## src/rtl/booth_digit_decoder.sv

```systemverilog
// Radix-4 Booth digit-stream decoder: rebuilds a signed WIDTH-bit operand from NDIG digits, LSD first.
// Optional illegal-code flag (out_err) enabled by defining BOOTH_DEC_ERR_CHECK_EN.
module booth_digit_decoder #(
  parameter int WIDTH = 8
) (
  input  logic             clk,
  input  logic             rst,
  input  logic             in_valid,
  output logic             in_ready,
  input  logic [2:0]       in_digit,
  output logic             out_valid,
  input  logic             out_ready,
  output logic [WIDTH-1:0] out_data,
  output logic             out_ovf
`ifdef BOOTH_DEC_ERR_CHECK_EN
  ,
  output logic             out_err
`endif
);

  localparam int NDIG = WIDTH / 2;
  localparam int CW   = (NDIG > 1) ? $clog2(NDIG) : 1;
  localparam int AW   = WIDTH + 2;

  localparam logic [0:0] COLLECT = 1'b0;
  localparam logic [0:0] HOLD    = 1'b1;

  logic [0:0]          r_state;
  logic [CW-1:0]       r_cnt;
  logic signed [AW-1:0] r_acc;

  logic [1:0]    w_mag;
  logic          w_neg;
  logic [AW-1:0] w_term;
  logic [AW-1:0] w_next_acc;
  logic          w_accept;
  logic          w_take;
  logic          w_last;
  logic          w_ovf;

  // Illegal codes fall through to magnitude 0, so they add nothing.
  always_comb begin
    w_mag = 2'd0;
    w_neg = 1'b0;
    case (in_digit)
      3'b001: w_mag = 2'd1;
      3'b010: w_mag = 2'd2;
      3'b101: begin w_mag = 2'd1; w_neg = 1'b1; end
      3'b110: begin w_mag = 2'd2; w_neg = 1'b1; end
      default: begin end
    endcase
  end

  assign w_term     = {{(AW-2){1'b0}}, w_mag} << {r_cnt, 1'b0};
  assign w_next_acc = w_neg ? (r_acc - w_term) : (r_acc + w_term);

  assign in_ready  = (r_state == COLLECT);
  assign out_valid = (r_state == HOLD);
  assign w_accept  = in_valid & in_ready;
  assign w_take    = out_valid & out_ready;
  assign w_last    = (r_cnt == CW'(NDIG - 1));

  always_ff @(posedge clk) begin
    if (rst) begin
      r_state <= COLLECT;
      r_cnt   <= '0;
      r_acc   <= '0;
    end else begin
      case (r_state)
        COLLECT: begin
          if (w_accept) begin
            r_acc <= w_next_acc;
            if (w_last) begin
              r_cnt   <= '0;
              r_state <= HOLD;
            end else begin
              r_cnt <= r_cnt + CW'(1);
            end
          end
        end
        default: begin
          if (w_take) begin
            r_acc   <= '0;
            r_cnt   <= '0;
            r_state <= COLLECT;
          end
        end
      endcase
    end
  end

  // In range iff the bits from the WIDTH-1 sign position upward all agree.
  assign w_ovf    = ~((&r_acc[AW-1:WIDTH-1]) | ~(|r_acc[AW-1:WIDTH-1]));
  assign out_data = r_acc[WIDTH-1:0];
  assign out_ovf  = w_ovf;

`ifdef BOOTH_DEC_ERR_CHECK_EN
  logic r_err;
  logic w_illegal;

  assign w_illegal = (in_digit == 3'b011) | (in_digit == 3'b100) | (in_digit == 3'b111);

  always_ff @(posedge clk) begin
    if (rst) begin
      r_err <= 1'b0;
    end else if (w_accept && w_illegal) begin
      r_err <= 1'b1;
    end else if (w_take) begin
      r_err <= 1'b0;
    end
  end

  assign out_err = r_err;
`endif

endmodule

```

## config.mk

```make
export PLATFORM = sky130hd
export DESIGN_NAME = booth_digit_decoder
export DESIGN_NICKNAME = d
export VERILOG_FILES = /design/src/rtl/booth_digit_decoder.sv
export SDC_FILE = /design/constraint.sdc
export NUM_CORES = 1
export LEC_CHECK = 0
export CORE_UTILIZATION = 58
export CTS_BUF_LIST = sky130_fd_sc_hd__clkbuf_8 sky130_fd_sc_hd__clkbuf_16
export CTS_CLUSTER_DIAMETER = 100
export DETAILED_ROUTE_END_ITERATION = 16
export MAX_ROUTING_LAYER = met4
export PLACE_DENSITY_LB_ADDON = 0.3
export SLEW_MARGIN = 10
export SYNTH_ARGS = -nofsm -noshare
export SYNTH_HDL_FRONTEND = slang
export SYNTH_SLANG_ARGS = --single-unit
```

## constraint.sdc

```tcl
create_clock -name clk -period 7.3 [get_ports clk]
set_input_delay 1.46 -clock clk [delete_from_list [all_inputs] [get_ports clk]]
set_output_delay 1.46 -clock clk [all_outputs]
set_load 0.05 [all_outputs]
```

==> results.toml <==
[pwr]
seq_power_share = 0.239
swShare = 0.463
vdd.ir_drop.worst_uv = 247
total_leakage_power_uw = 0.000574
p_int_uw = 239
clkPwrFrac = 0.146
p_switching_uw = 206
power.density_nw_per_um2 = 321
power_frac_comb = 0.615

[clocking]
post_cts_resized = 0
cts_sinks = 13
cts-hold-fix-buffers = 0
cts_setup_buffers = 0
clkTransAtPathRegs_ns = 0.06
tritoncts = "done"
clock_path_buffers = 2
htreeDepth = 1
numCtsBuffers = 3
clk_latency_ns = 0.25
clockRootBuffer = "clkbuf_8"

[synth]
syn-num-nets = 187
yosysMostFrequentCell = "nor2_1"
synth_area_leaders = "dfxtp_1 (21%), ha_1 (11%), nor2_1 (8.1%)"
synth_edf_count = 0
synthDistinctLibCells = 45
async_flop_share = 0
synth_top_area_cell = "dfxtp_1"
synth-seq-cells = 13
synth_common_cells = "nor2_1 (27), dfxtp_1 (13), a21oi_1 (12)"
synth_area_sq_um = 1250
yosysSeqAreaShare = 0.209
yosysTopAreaCellShare = 0.209
synth_ff_type = "dfxtp_1"
synth.avg_cell_area_sq_um = 7.42
synth_cells = 168
ys_warn_count = 0

[floorplanning]
start_util = 0.629
ios = 18
rows = 16
die_y_um = 48.4
dieArea_sq_um = 2340
die_w_um = 48.4
coreArea_sq_um = 1980

[setup_path]
criticalPathCategory = "in2reg"
cp-end-kind = "register"
cp.required_ns = 7.41
critPathLaunchType = "input port"
path_max_fanout = 10
arrival_ns = 4.83

[sta]
worst_pin_slew_ns = 0.946
max_freq_ghz = 0.212
relSlewSlack = 0.369
fin_crit_ns = 4.72
slew_viol_final = 0
hold_viol = 0
fin_tns_setup_ns = 0
rsz0062_at_grt = "no"
finalClockSkew_ns = 0.000832
setup_violations = 0
period_share = 0.646

[routing]
routed_wl_um = 2920
vias = 1212
detail-route-antenna-nets = 0
drt_iter0_drc = 49
drcViolationCount = 0
viasPerCell = 6.09
drt_first_pass_iters = 4
wl_per_cell_um = 14.7

[placement]
routabilityCongestion = 0.958
dp_hpwl_um = 2200
dp_cells = 195
io_buffer_count = 17

[job]
maxCapViolCount = 0

[global_route]
grt_pass1_vias = 1132
globalRouteTotalUtil = 0.275
grt_max_degree = 19
overflow = 0
antenna_found_initial = 0
grt_first_pass_wirelength_um = 4880

[final_layout]
diodes = 0
final_nets = 192
area_delta_synth_final_pct = 11.3
final_util = 0.700
drive_above_1_share = 0.0349
stdcell_count = 199

[worst_hold_path]
hp-class = "reg2reg"

[run_status]
status = "finished clean"
cell type report:
type                    instances  area [sq um]
clock buffers                   3          41.3
flip-flops and latches         13           260
repair buffers                 17           170
inverters                       7          26.3
well taps                      27          33.8
fillers                       153           594
multi-input cells             131           852
clock inverters                 1          3.75
critical path, cell delays in order:
cell and delay, ns:
clkdlybuf4s50_1 0.68, and2b_1 0.27, nand2_1 0.10, ha_1 0.31
nor3_1 0.40, a221oi_1 0.14, o21ai_0 0.11, ha_1 0.30
o21a_1 0.20, o31ai_2 0.08, a21boi_0 0.16, or3_1 0.34
a32oi_1 0.20, nor2_1 0.05
flip-flops by register name, summed over array words and instances (netlist names):
register,count
r_acc,10
r_cnt,2
out_valid,1
layer usage:
| layer | GRT usage | wire [um] |
|---|---|---|
| met1 | 0.324 | 1310 |
| met2 | 0.455 | 1400 |
| met3 | 0.0566 | 159 |
| met4 | 0.118 | 58 |
| met5 | - | 0 |
metrics by stage:
step	cell area, sq um	hold WS, ns	setup WS (ns)	total power, uW
4_1_cts	1390	0.513	2.59	443
2_1_floorplan	1250	0.475	3.20	327
3_3_place_gp	1340	0.490	2.55	367
3_5_place_dp	1340	0.500	2.34	377
6_report	1390	0.506	2.58	445
5_1_grt	1390	0.558	2.40	476
cell usage in the layout, fill, tap and decap left out, types with 3 or more instances in the layout:
master	netlist	final
xor2_1	3	3
o211ai_1	3	3
clkdlybuf4s50_1	0	17
ha_1	11	11
a22oi_1	7	7
o21ai_0	9	9
clkbuf_8	0	3
nor2_1	27	27
inv_1	7	8
a21oi_1	12	12
nor3_1	7	7
nand2_1	11	11
dfxtp_1	13	13
nor2b_1	4	4
nor4_1	3	3
logic make-up (layout without fill, tap and decap cells):
kind of cell,Yosys count,in the layout,share of synthesized area
xor+xnor,4,4,0.0281
simple gates,65,65,0.255
mux,2,2,0.0161
compound gates,48,48,0.258
flops,13,13,0.209
buf+inv,24,28,0.107
fa+ha+maj,12,12,0.127
worst paths after layout:
check | startpoint | end | slack, ns | depth (start not counted)
worst max-delay path | in_digit[1] | r_acc[5] | 2.58 | 14
worst min-delay path | r_acc[0] | r_acc[0] | 0.51 | 2
worst max register to register | r_cnt[0] | r_acc[5] | 4.04 | 13
worst min register to register | r_acc[0] | r_acc[0] | 0.51 | 2
power groups by stage:
stage	Sequential [uW]	Clock [uW]	Combinational, uW
3_5_place_dp	107	0	270
3_3_place_gp	107	0	260
6_report	106	64.8	274
2_1_floorplan	101	0	226
4_1_cts	106	65.7	272
5_1_grt	109	69.6	297
No activity file was read; power rests on OpenSTA's default activity.
